**src/rtl/execute_pipe_if.sv**
```systemverilog
// rtl/execute_pipe_if.sv - operation/result handshake bundle for execute_pipe
interface execute_pipe_if #(
  parameter int WIDTH = 16
);
  logic             in_valid;
  logic             in_ready;
  logic [WIDTH-1:0] src1;
  logic [WIDTH-1:0] src2;
  logic [WIDTH-1:0] imm;
  logic [6:0]       control_in;
  logic [WIDTH-1:0] mem_data_read_in;
  logic             out_valid;
  logic             out_ready;
  logic [WIDTH-1:0] aluout;
  logic             carry;
  logic [WIDTH-1:0] mem_data_write_out;
  logic             mem_write_en;
  logic             busy;

  modport master (
    output in_valid, src1, src2, imm, control_in, mem_data_read_in, out_ready,
    input  in_ready, out_valid, aluout, carry, mem_data_write_out, mem_write_en, busy
  );

  modport slave (
    input  in_valid, src1, src2, imm, control_in, mem_data_read_in, out_ready,
    output in_ready, out_valid, aluout, carry, mem_data_write_out, mem_write_en, busy
  );
endinterface

```
**src/rtl/execute_pipe.sv**
```systemverilog
// rtl/execute_pipe.sv - single-issue execute stage with latency-1 ALU and iterative multiplier
module execute_pipe #(
  parameter int WIDTH  = 16,
  parameter int MUL_EN = 1
) (
  input  logic           clock,
  input  logic           reset,
  input  logic           enable_ex,
  execute_pipe_if.slave  bus
);
  localparam int LW     = $clog2(WIDTH);
  localparam bit MUL_ON = (MUL_EN != 0);

  typedef enum logic {S_IDLE = 1'b0, S_MUL = 1'b1} state_t;

  state_t state, state_next;

  logic               out_valid_q;
  logic [WIDTH-1:0]   aluout_q;
  logic               carry_q;
  logic [WIDTH-1:0]   mdw_q;
  logic               mw_q;

  logic [2*WIDTH-1:0] acc;
  logic [2*WIDTH-1:0] mcand;
  logic [WIDTH-1:0]   mplier;
  logic [LW-1:0]      cnt;
  logic [WIDTH-1:0]   mul_src2;
  logic               mul_mw;

  logic [WIDTH-1:0]   opb;
  logic [1:0]         cls;
  logic [2:0]         op;
  logic [LW-1:0]      shamt;
  logic               is_mul;
  logic               accept;
  logic               mul_done;
  logic               busy_int;
  logic [2*WIDTH-1:0] acc_next;

  logic [WIDTH-1:0]   alu_res;
  logic               alu_c;
  logic [WIDTH:0]     sum;
  logic [2*WIDTH-1:0] sh;

  assign opb      = bus.control_in[6] ? bus.imm : bus.src2;
  assign cls      = bus.control_in[5:4];
  assign op       = bus.control_in[3:1];
  assign shamt    = opb[LW-1:0];
  assign is_mul   = MUL_ON && (cls == 2'b11);
  assign accept   = bus.in_valid & bus.in_ready;
  assign mul_done = (state == S_MUL) && (cnt == LW'(WIDTH - 1));
  assign acc_next = acc + (mplier[0] ? mcand : '0);

  // reset is folded in so nothing is offered as accepted while held in reset
  assign bus.in_ready = reset & enable_ex & ~busy_int & (~out_valid_q | bus.out_ready);

  always_comb begin
    alu_res = '0;
    alu_c   = 1'b0;
    sum     = '0;
    sh      = '0;
    case (cls)
      2'b00: begin
        case (op)
          3'b000: begin
            sum     = {1'b0, bus.src1} + {1'b0, opb};
            alu_res = sum[WIDTH-1:0];
            alu_c   = sum[WIDTH];
          end
          3'b001: begin
            sum     = {1'b0, bus.src1} - {1'b0, opb};
            alu_res = sum[WIDTH-1:0];
            alu_c   = sum[WIDTH];
          end
          3'b010: begin
            sum     = {1'b0, bus.src1} + {{WIDTH{1'b0}}, 1'b1};
            alu_res = sum[WIDTH-1:0];
            alu_c   = sum[WIDTH];
          end
          3'b011:  alu_res = opb;
          3'b100:  alu_res = bus.mem_data_read_in;
          default: alu_res = '0;
        endcase
      end
      2'b01: begin
        case (op)
          3'b000:  alu_res = bus.src1 & opb;
          3'b001:  alu_res = bus.src1 | opb;
          3'b010:  alu_res = bus.src1 ^ opb;
          3'b011:  alu_res = ~bus.src1;
          default: alu_res = '0;
        endcase
      end
      2'b10: begin
        // double-width shifts leave the last shifted-out bit at the word boundary
        case (op)
          3'b000: begin
            sh      = {{WIDTH{1'b0}}, bus.src1} << shamt;
            alu_res = sh[WIDTH-1:0];
            alu_c   = sh[WIDTH];
          end
          3'b001: begin
            sh      = {bus.src1, {WIDTH{1'b0}}} >> shamt;
            alu_res = sh[2*WIDTH-1:WIDTH];
            alu_c   = sh[WIDTH-1];
          end
          3'b010: begin
            sh      = $signed({bus.src1, {WIDTH{1'b0}}}) >>> shamt;
            alu_res = sh[2*WIDTH-1:WIDTH];
            alu_c   = sh[WIDTH-1];
          end
          3'b011: begin
            sh      = {bus.src1, bus.src1} << shamt;
            alu_res = sh[2*WIDTH-1:WIDTH];
          end
          default: alu_res = '0;
        endcase
      end
      default: alu_res = MUL_ON ? '0 : bus.src1;
    endcase
  end

  always_ff @(posedge clock) begin
    if (!reset) begin
      state <= S_IDLE;
    end else if (enable_ex) begin
      state <= state_next;
    end
  end

  always_comb begin
    state_next = state;
    case (state)
      S_IDLE:  if (accept && is_mul) state_next = S_MUL;
      S_MUL:   if (mul_done) state_next = S_IDLE;
      default: state_next = S_IDLE;
    endcase
  end

  always_comb begin
    busy_int = (state == S_MUL);
  end

  always_ff @(posedge clock) begin
    if (!reset) begin
      out_valid_q <= 1'b0;
      aluout_q    <= '0;
      carry_q     <= 1'b0;
      mdw_q       <= '0;
      mw_q        <= 1'b0;
      acc         <= '0;
      mcand       <= '0;
      mplier      <= '0;
      cnt         <= '0;
      mul_src2    <= '0;
      mul_mw      <= 1'b0;
    end else begin
      // a downstream transfer completes even while the stage is frozen
      if (out_valid_q && bus.out_ready) begin
        out_valid_q <= 1'b0;
      end
      if (enable_ex) begin
        if (accept && !is_mul) begin
          out_valid_q <= 1'b1;
          aluout_q    <= alu_res;
          carry_q     <= alu_c;
          mdw_q       <= bus.src2;
          mw_q        <= bus.control_in[0];
        end else if (accept && is_mul) begin
          acc      <= '0;
          mcand    <= {{WIDTH{1'b0}}, bus.src1};
          mplier   <= opb;
          cnt      <= '0;
          mul_src2 <= bus.src2;
          mul_mw   <= bus.control_in[0];
        end
        if (state == S_MUL) begin
          acc    <= acc_next;
          mcand  <= mcand << 1;
          mplier <= mplier >> 1;
          cnt    <= cnt + 1'b1;
          if (mul_done) begin
            cnt         <= '0;
            out_valid_q <= 1'b1;
            aluout_q    <= acc_next[WIDTH-1:0];
            carry_q     <= |acc_next[2*WIDTH-1:WIDTH];
            mdw_q       <= mul_src2;
            mw_q        <= mul_mw;
          end
        end
      end
    end
  end

  assign bus.out_valid          = out_valid_q;
  assign bus.aluout             = aluout_q;
  assign bus.carry              = carry_q;
  assign bus.mem_data_write_out = mdw_q;
  assign bus.mem_write_en       = out_valid_q & mw_q;
  assign bus.busy               = busy_int;
endmodule

```
**src/flat_wrapper.sv**
```systemverilog
// flat-port wrapper written by rule: the top's interface ports become plain ports
module execute_pipe_flat 
#(
  parameter int WIDTH  = 16,
  parameter int MUL_EN = 1
)
  (clock, reset, enable_ex, bus_in_valid, bus_src1, bus_src2, bus_imm, bus_control_in, bus_mem_data_read_in, bus_out_ready, bus_in_ready, bus_out_valid, bus_aluout, bus_carry, bus_mem_data_write_out, bus_mem_write_en, bus_busy);
  execute_pipe_if #(.WIDTH(WIDTH)) bus_i ();
  input  logic clock;
  input  logic reset;
  input  logic enable_ex;
  input wire logic [$bits(bus_i.in_valid)-1:0] bus_in_valid;
  input wire logic [$bits(bus_i.src1)-1:0] bus_src1;
  input wire logic [$bits(bus_i.src2)-1:0] bus_src2;
  input wire logic [$bits(bus_i.imm)-1:0] bus_imm;
  input wire logic [$bits(bus_i.control_in)-1:0] bus_control_in;
  input wire logic [$bits(bus_i.mem_data_read_in)-1:0] bus_mem_data_read_in;
  input wire logic [$bits(bus_i.out_ready)-1:0] bus_out_ready;
  output wire logic [$bits(bus_i.in_ready)-1:0] bus_in_ready;
  output wire logic [$bits(bus_i.out_valid)-1:0] bus_out_valid;
  output wire logic [$bits(bus_i.aluout)-1:0] bus_aluout;
  output wire logic [$bits(bus_i.carry)-1:0] bus_carry;
  output wire logic [$bits(bus_i.mem_data_write_out)-1:0] bus_mem_data_write_out;
  output wire logic [$bits(bus_i.mem_write_en)-1:0] bus_mem_write_en;
  output wire logic [$bits(bus_i.busy)-1:0] bus_busy;
  assign bus_i.in_valid = bus_in_valid;
  assign bus_i.src1 = bus_src1;
  assign bus_i.src2 = bus_src2;
  assign bus_i.imm = bus_imm;
  assign bus_i.control_in = bus_control_in;
  assign bus_i.mem_data_read_in = bus_mem_data_read_in;
  assign bus_i.out_ready = bus_out_ready;
  assign bus_in_ready = bus_i.in_ready;
  assign bus_out_valid = bus_i.out_valid;
  assign bus_aluout = bus_i.aluout;
  assign bus_carry = bus_i.carry;
  assign bus_mem_data_write_out = bus_i.mem_data_write_out;
  assign bus_mem_write_en = bus_i.mem_write_en;
  assign bus_busy = bus_i.busy;
  execute_pipe #(.WIDTH(WIDTH), .MUL_EN(MUL_EN)) u_core (.clock(clock), .reset(reset), .enable_ex(enable_ex), .bus(bus_i));
endmodule
```
**config.mk**
```make
export PLATFORM = sky130hd
export DESIGN_NAME = execute_pipe_flat
export DESIGN_NICKNAME = d
export VERILOG_FILES = /design/src/rtl/execute_pipe_if.sv /design/src/rtl/execute_pipe.sv /design/src/flat_wrapper.sv
export SDC_FILE = /design/constraint.sdc
export NUM_CORES = 1
export LEC_CHECK = 0
export ABC_AREA = 1
export BUFFER_PORTS_ARGS = -buffer_cell sky130_fd_sc_hd__buf_2
export CAP_MARGIN = 40
export CORE_AREA = 2 2 181 183
export DETAILED_ROUTE_END_ITERATION = 10
export DIE_AREA = 0 0 183 185
export HOLD_SLACK_MARGIN = 0.15
export SLEW_MARGIN = 20
export SYNTH_ARGS = -nofsm -noshare
export SYNTH_HDL_FRONTEND = slang
export SYNTH_SLANG_ARGS = --single-unit
export TNS_END_PERCENT = 50
```
**constraint.sdc**
```tcl
create_clock -name clock -period 3.8 [get_ports clock]
set_input_delay 0.76 -clock clock [delete_from_list [all_inputs] [get_ports clock]]
set_output_delay 0.76 -clock clock [all_outputs]
set_load 0.005 [all_outputs]
```
Word level (Yosys, flattened, before mapping)
Index checks and enable logic that the tools add are counted.
{ "word_totals": {"reg_bits": 137, "inputBits": 76, "out_inout_bits": 37, "word_cells": 96} }
{ "op_classes": {"add_sub_neg": 5, "n_eq_ne": 9, "n_shift": 4, "muxes": 42, "n_bitwise": 13, "reduce_logical": 11} }
{ "op_table": {"columns": ["operator", "count"], "rows": [
  ["$mux W32", 7],
  ["$mux W16", 10],
  ["$pmux W16 S4", 2],
  ["$pmux W16 S5", 1],
  ["$pmux W16 S3", 1],
  ["$add A32 B32 Y32", 1],
  ["$shl A32 B4 Y32", 1],
  ["$shr A32 B4 Y32", 1],
  ["$sshr A32 B4 Y32", 1],
  ["$add A16 B1 Y17 const B", 1],
  ["$add A16 B16 Y17", 1],
  ["$shl A16 B4 Y17", 1],
  ["$sub A16 B16 Y17", 1],
  ["$and A16 B16 Y16", 1],
  ["$mux W4", 4],
  ["$not A16 Y16", 1],
  ["$or A16 B16 Y16", 1],
  ["$reduce_or A16 Y1", 1],
  ["$xor A16 B16 Y16", 1],
  ["$mux W1", 13],
  ["$eq A3 B2 Y1 const B", 2],
  ["$pmux W1 S3", 2],
  ["$reduce_and A3 Y1", 2],
  ["$and A1 B1 Y1", 5],
  ["other kinds (15)", 22]
]} }

Logic depth before layout (Yosys ltp)
{ "logic_depth": {"word_depth": 9, "depth_mapped": 23, "mapped_depth_nobuf": 21} }

Worst setup path after synthesis
Ideal clock, no wire load.
{ "synth_timing": {"path_kind": "input port to flip-flop", "startpoint": "input port bus_control_in[6]", "endpoint": "register u_core.aluout_q[12] (netlist: u_core.bus.aluout[12])", "setup_time_ns": 0.109, "arrival_ns": 3.177, "required_time_ns": 3.691, "setup_slack_ns": 0.514, "cell_stages": 20, "path_buffers": 2, "path_cell_list": "buf_6 > inv_4 > or2_1 > o21a_1 > inv_2 > buf_2 > ha_1 > inv_1 > nand2_1 > nand2_1 > a31oi_1 > o21ai_0 > a21oi_1 > or2_2 > nand3_1 > nand3_1 > nand2_1 > nand3_1 > nand2_1 > inv_1"} }
{ "synth_via": {"elab_chain_cells": 7, "elab_cells_between_ends": 17, "cone_classes": "2 x add/sub; 4 x shift; 8 x mux; 3 x bitwise"} }
{ "synth_rtl": {"columns": ["item", "line", "source"], "rows": [
  ["start: declaration", "flat_wrapper.sv:16", "input wire logic [$bits(bus_i.control_in)-1:0] bus_control_in;"],
  ["$mux W16 *", "execute_pipe.sv:46", "assign opb = bus.control_in[6] ? bus.imm : bus.src2;"],
  ["$sub A16 B16 Y17, or another cell as far along", "execute_pipe.sv:72", "sum = {1'b0, bus.src1} - {1'b0, opb};"],
  ["$pmux W16 S5, or another cell as far along", "execute_pipe.sv:65", "case (op)"],
  ["$pmux W16 S3 *", "execute_pipe.sv:63", "case (cls)"],
  ["$mux W16 *", "execute_pipe.sv:164", "if (accept && !is_mul) begin"],
  ["$mux W16", "execute_pipe.sv:183", "if (mul_done) begin"],
  ["$mux W16 *", "execute_pipe.sv:178", "if (state == S_MUL) begin"],
  ["end signal: assignment", "execute_pipe.sv:166", "aluout_q <= alu_res;"],
  ["end signal: assignment", "execute_pipe.sv:186", "aluout_q <= acc_next[WIDTH-1:0];"],
  ["end: declaration", "execute_pipe.sv:19", "logic [WIDTH-1:0] aluout_q;"]
]} }
Mark *: on every way between the ends. The rest lies on a longest branch, timed or not.
A chain may end at the register's enable or synchronous reset.

Final worst setup path
{ "layout_timing": {"startpoint": "input port bus_control_in[6]", "endpoint": "register u_core.aluout_q[15] (netlist: u_core.bus.aluout[15])"} }
The elaborated chain is that of the path after synthesis.

==> flow_results.xml <==
<?xml version="1.0" encoding="UTF-8"?>
<metrics>
  <group name="setup_path">
    <metric name="rr_endpoint" unit="">u_core.bus.carry</metric>
    <metric name="critPathArrivalTime" unit="ns">3.63</metric>
    <metric name="setup.reg_to_reg.worst_slack" unit="ns">0.79</metric>
    <metric name="worst_setup_path_end_kind" unit="">flip-flop</metric>
    <metric name="cp-start-kind" unit="">primary input</metric>
    <metric name="depth_of_the_worst_register_to_register_path" unit="">20</metric>
    <metric name="worst_ep_required_time" unit="ns">4.12</metric>
    <metric name="critPathMaxFanout" unit="">14</metric>
    <metric name="timing.setup.critical_path_class" unit="">primary input to flip-flop</metric>
    <metric name="reg2reg_from" unit="">u_core.mcand[0]</metric>
  </group>
  <group name="power">
    <metric name="comb_power_share" unit="%">26.6</metric>
    <metric name="sequential_share_of_power" unit="%">33.6</metric>
    <metric name="switching_power" unit="mW">1.53</metric>
    <metric name="intPower" unit="mW">2.88</metric>
    <metric name="worst_ir_drop_vdd" unit="V">0.000313</metric>
    <metric name="report.power.total" unit="mW">4.42</metric>
    <metric name="total_leakage_power" unit="nW">7.87</metric>
    <metric name="power.density_cell_area" unit="mW/mm^2">292</metric>
    <metric name="clockPowerShare" unit="%">39.8</metric>
    <metric name="switching_share" unit="%">34.7</metric>
  </group>
  <group name="place">
    <metric name="dpl_worst_slack" unit="ns">0.125</metric>
    <metric name="hpwl" unit="um">42700</metric>
    <metric name="final_wtd_congestion" unit="">1.01</metric>
    <metric name="io_buffers" unit="">112</metric>
    <metric name="post_dp_cell_area" unit="mm^2">0.0145</metric>
  </group>
  <group name="clock_tree">
    <metric name="post_cts.resized_instances" unit="">0</metric>
    <metric name="tritoncts" unit="">done</metric>
    <metric name="cts_max_level" unit="">4</metric>
    <metric name="cts_inserted_buffers" unit="">17</metric>
    <metric name="clkLatencyLatePin" unit="ns">0.44</metric>
    <metric name="post_cts_buffers" unit="">0</metric>
    <metric name="cts.root.buffer_cell" unit="">sky130_fd_sc_hd__clkbuf_16</metric>
    <metric name="clock_sinks" unit="">137</metric>
    <metric name="clk_transition_reported_paths" unit="ns">0.06</metric>
    <metric name="ctsLongestPathBuffers" unit="">2</metric>
    <metric name="cts_hold_buffers" unit="">0</metric>
  </group>
  <group name="global_route">
    <metric name="gr-usage-met3" unit="%">5.17</metric>
    <metric name="grt_util_met2" unit="%">50.3</metric>
    <metric name="grt.overflow.total" unit="">0</metric>
    <metric name="grt_use_met1" unit="%">43.5</metric>
    <metric name="grt_antenna_before_repair" unit="">0</metric>
    <metric name="grt_pass1_vias" unit="">14500</metric>
    <metric name="grt_max_degree" unit="">67</metric>
    <metric name="global_route.usage.total" unit="%">32.0</metric>
    <metric name="first_pass_grt_wire_length" unit="um">83600</metric>
    <metric name="globalRoute.busiestLayer" unit="">met2</metric>
  </group>
  <group name="detailed_routing">
    <metric name="route.detailed.wl_per_inst" unit="um">19.1</metric>
    <metric name="post_drt_via_cell_ratio" unit="">5.56</metric>
    <metric name="ant_nets" unit="">0</metric>
    <metric name="drt_iter0_markers" unit="">1611</metric>
    <metric name="detail_route.drc_violations" unit="">0</metric>
    <metric name="finalWirelength" unit="um">54400</metric>
    <metric name="detail_route.first_pass.iterations" unit="">5</metric>
    <metric name="vias" unit="">15900</metric>
  </group>
  <group name="timing">
    <metric name="fmax" unit="MHz">302</metric>
    <metric name="skew" unit="ns">0.0124</metric>
    <metric name="final-hold-violation-count" unit="">0</metric>
    <metric name="final.min_clock_period" unit="ns">3.31</metric>
    <metric name="transition_at_the_pin_with_the_smallest_max_transition_slack" unit="ns">0.748</metric>
    <metric name="worst_slew_slack_as_a_fraction_of_its_limit" unit="%">49.6</metric>
    <metric name="timing.final.ws_setup" unit="ns">0.492</metric>
    <metric name="fin_setup_tns" unit="ns">0</metric>
    <metric name="final-max-slew-violation-count" unit="">0</metric>
    <metric name="grt_setup_unrepaired" unit="">false</metric>
    <metric name="setup_violations" unit="">0</metric>
    <metric name="min_period_over_period" unit="%">87.0</metric>
  </group>
  <group name="cells_and_area">
    <metric name="finish.utilization" unit="%">47.2</metric>
    <metric name="n_fill_cell" unit="">3549</metric>
    <metric name="ff_latch_area" unit="mm^2">0.00274</metric>
    <metric name="final_layout_size_suffix_gt1_share" unit="%">10.9</metric>
    <metric name="final_antenna_diode_count" unit="">0</metric>
    <metric name="layout.nets" unit="">2595</metric>
    <metric name="mostFrequentLayoutCell" unit="">sky130_fd_sc_hd__nand2_1</metric>
    <metric name="final_design_area_no_fill" unit="mm^2">0.0151</metric>
    <metric name="flow.area_growth_from_synthesis" unit="%">12.1</metric>
    <metric name="multi_input_comb_area" unit="mm^2">0.00903</metric>
    <metric name="most_used_cells_in_the_layout_excluding_fill_and_tap_cells" unit="">sky130_fd_sc_hd__nand2_1 (774), sky130_fd_sc_hd__inv_1 (304), sky130_fd_sc_hd__nand3_1 (165)</metric>
  </group>
  <group name="logic_synthesis">
    <metric name="synth.distinct_cells" unit="">52</metric>
    <metric name="number_of_flip_flops_and_latches_in_the_synthesized_netlist" unit="">137</metric>
    <metric name="synth-warning-count" unit="">0</metric>
    <metric name="synth-xor-area-share" unit="%">1.17</metric>
    <metric name="share_of_cell_area_taken_by_muxes_after_synthesis" unit="%">0.297</metric>
    <metric name="synth_compound_gate_area_share" unit="%">21.1</metric>
    <metric name="main_combinational_cell_family_by_area_after_synthesis" unit="">simple AND/OR/NAND/NOR gates</metric>
    <metric name="synth-edff-count" unit="">0</metric>
    <metric name="synth.yosys.seq_area_share" unit="%">20.3</metric>
    <metric name="yosysTopAreaCell" unit="">sky130_fd_sc_hd__nand2_1</metric>
    <metric name="synth.top_cell.area_share" unit="%">21.5</metric>
    <metric name="synth_async_sr_flop_share" unit="%">0</metric>
    <metric name="synthesis.area_per_instance" unit="um^2">5.74</metric>
    <metric name="netlist_area" unit="mm^2">0.0135</metric>
    <metric name="instance_count_of_the_mapped_netlist" unit="">2348</metric>
    <metric name="netlist_top_cells_area" unit="">sky130_fd_sc_hd__nand2_1 (22%), sky130_fd_sc_hd__dfxtp_1 (20%), sky130_fd_sc_hd__inv_1 (8.5%)</metric>
    <metric name="synth_simple_gate_area_share" unit="%">35.9</metric>
    <metric name="mappedNetlistNets" unit="">2514</metric>
    <metric name="synth_adder_area_share" unit="%">8.52</metric>
    <metric name="dominantRegCellSynth" unit="">sky130_fd_sc_hd__dfxtp_1</metric>
  </group>
  <group name="min_path">
    <metric name="worstHoldEndpoint" unit="">u_core.mul_src2[15]</metric>
    <metric name="holdCritPathClass" unit="">flip-flop to flip-flop</metric>
    <metric name="timing.hold.worst_path_depth" unit="">2</metric>
    <metric name="min_from" unit="">u_core.mul_src2[15]</metric>
  </group>
  <group name="die">
    <metric name="core_area" unit="mm^2">0.0320</metric>
    <metric name="die-height" unit="um">185</metric>
    <metric name="die_w" unit="um">183</metric>
    <metric name="effective_utilization_at_floorplan" unit="%">42.1</metric>
    <metric name="dieArea" unit="mm^2">0.0339</metric>
    <metric name="design.portCount" unit="">113</metric>
    <metric name="num_rows" unit="">66</metric>
  </group>
  <group name="run_status">
    <metric name="result_of_the_run" unit="">finished clean</metric>
  </group>
  <group name="job">
    <metric name="maxCapViolCount" unit="">0</metric>
  </group>
</metrics>
[power by group through the flow]
| stage | Clock [mW] | Sequential [mW] | Combinational (mW) |
|---|---|---|---|
| 6_report | 1.76 | 1.49 | 1.17 |
| 5_1_grt | 1.85 | 1.49 | 1.28 |
| 4_1_cts | 1.78 | 1.48 | 1.14 |
| 3_5_place_dp | 0 | 1.52 | 1.14 |
| 3_3_place_gp | 0 | 1.52 | 1.14 |
| 2_1_floorplan | 0 | 1.51 | 0.732 |
[synthesized netlist by cell type, types with 9 or more instances]
library cell	instances
sky130_fd_sc_hd__buf_2	33
sky130_fd_sc_hd__a22oi_1	11
sky130_fd_sc_hd__nand2_1	774
sky130_fd_sc_hd__a31oi_1	35
sky130_fd_sc_hd__nor3_1	26
sky130_fd_sc_hd__clkbuf_1	57
sky130_fd_sc_hd__o221ai_1	9
sky130_fd_sc_hd__inv_1	304
sky130_fd_sc_hd__o21ai_2	10
sky130_fd_sc_hd__o21ai_1	49
sky130_fd_sc_hd__nor2_1	152
sky130_fd_sc_hd__xor2_1	15
sky130_fd_sc_hd__nand4_1	10
sky130_fd_sc_hd__a21oi_1	159
sky130_fd_sc_hd__o21ai_0	142
sky130_fd_sc_hd__inv_2	10
sky130_fd_sc_hd__nand3_1	165
sky130_fd_sc_hd__o22ai_1	17
sky130_fd_sc_hd__a221oi_1	20
sky130_fd_sc_hd__ha_1	87
sky130_fd_sc_hd__o21bai_1	11
sky130_fd_sc_hd__dfxtp_1	137
sky130_fd_sc_hd__or2_2	19
[area by class of cell]
type,count,share of cell area [%]
multi-input combinational,1783,59.7
sequential,137,18.1
inverter,319,7.93
timing repair buffer,171,6.80
tap,408,3.38
clock buffer,19,2.93
clock inverter,13,1.11
[registers in the layout, indices dropped and copies added, names as in the netlist]
| register | cells |
|---|---|
| u_core.acc | 32 |
| u_core.mw_q | 1 |
| u_core.bus.busy | 1 |
| u_core.bus.aluout | 16 |
| u_core.cnt | 4 |
| u_core.bus.mem_data_write_out | 16 |
| u_core.bus.out_valid | 1 |
| u_core.mplier | 16 |
| u_core.bus.carry | 1 |
| u_core.mul_src2 | 16 |
| u_core.mcand | 32 |
| u_core.mul_mw | 1 |
[worst max-delay path, cell delays in order]
cell and delay (ns):
sky130_fd_sc_hd__buf_2 0.16, sky130_fd_sc_hd__buf_4 0.19, sky130_fd_sc_hd__o21ai_0 0.60, sky130_fd_sc_hd__ha_1 0.48, sky130_fd_sc_hd__inv_1 0.25, sky130_fd_sc_hd__nand3_1 0.19, sky130_fd_sc_hd__nor4_1 0.23, sky130_fd_sc_hd__nand2_1 0.14
sky130_fd_sc_hd__nand2_1 0.09, sky130_fd_sc_hd__nand2_1 0.05, sky130_fd_sc_hd__nand3_1 0.08, sky130_fd_sc_hd__nand3_1 0.12, sky130_fd_sc_hd__nand2_1 0.10, sky130_fd_sc_hd__nand3_1 0.07, sky130_fd_sc_hd__nand2_1 0.06, sky130_fd_sc_hd__nand2_1 0.04
[stage by stage]
step	std cells	hold slack, ns
2_1_floorplan	2348	0.430
3_3_place_gp	2818	0.443
3_5_place_dp	2818	0.449
4_1_cts	2850	0.457
5_1_grt	2850	0.480
6_report	2850	0.460
[logic make-up after synthesis]
logic type	count (synthesis)
buffers and inverters	428
flip-flops	137
AND/OR/NAND/NOR	1178
adder cells (fa/ha/maj)	90
XOR/XNOR	18
multiplexers	4
AO/OA/AOI/OAI	493
[how the worst max path moves through the flow]
stage	depth (start not counted)	endpoint	startpoint	slack [ns]
final	16	u_core.bus.aluout[15]	bus_control_in[6]	0.49
after global routing	19	u_core.bus.aluout[10]	bus_control_in[6]	0.32
after CTS	17	u_core.bus.aluout[8]	bus_control_in[6]	0.57
after detailed placement	17	u_core.bus.aluout[8]	bus_control_in[6]	0.13
after global placement	17	u_core.bus.aluout[8]	bus_control_in[6]	0.14
after floorplan	20	u_core.bus.aluout[12]	bus_control_in[6]	0.51
[metal layers]
metal | up-vias | wire [um]
met5 | - | 0
met4 | 0 | 2340
met3 | 103 | 4170
met2 | 637 | 23700
met1 | 7336 | 24200
li1 | 7776 | -
No activity file was read; power rests on OpenSTA's default activity.
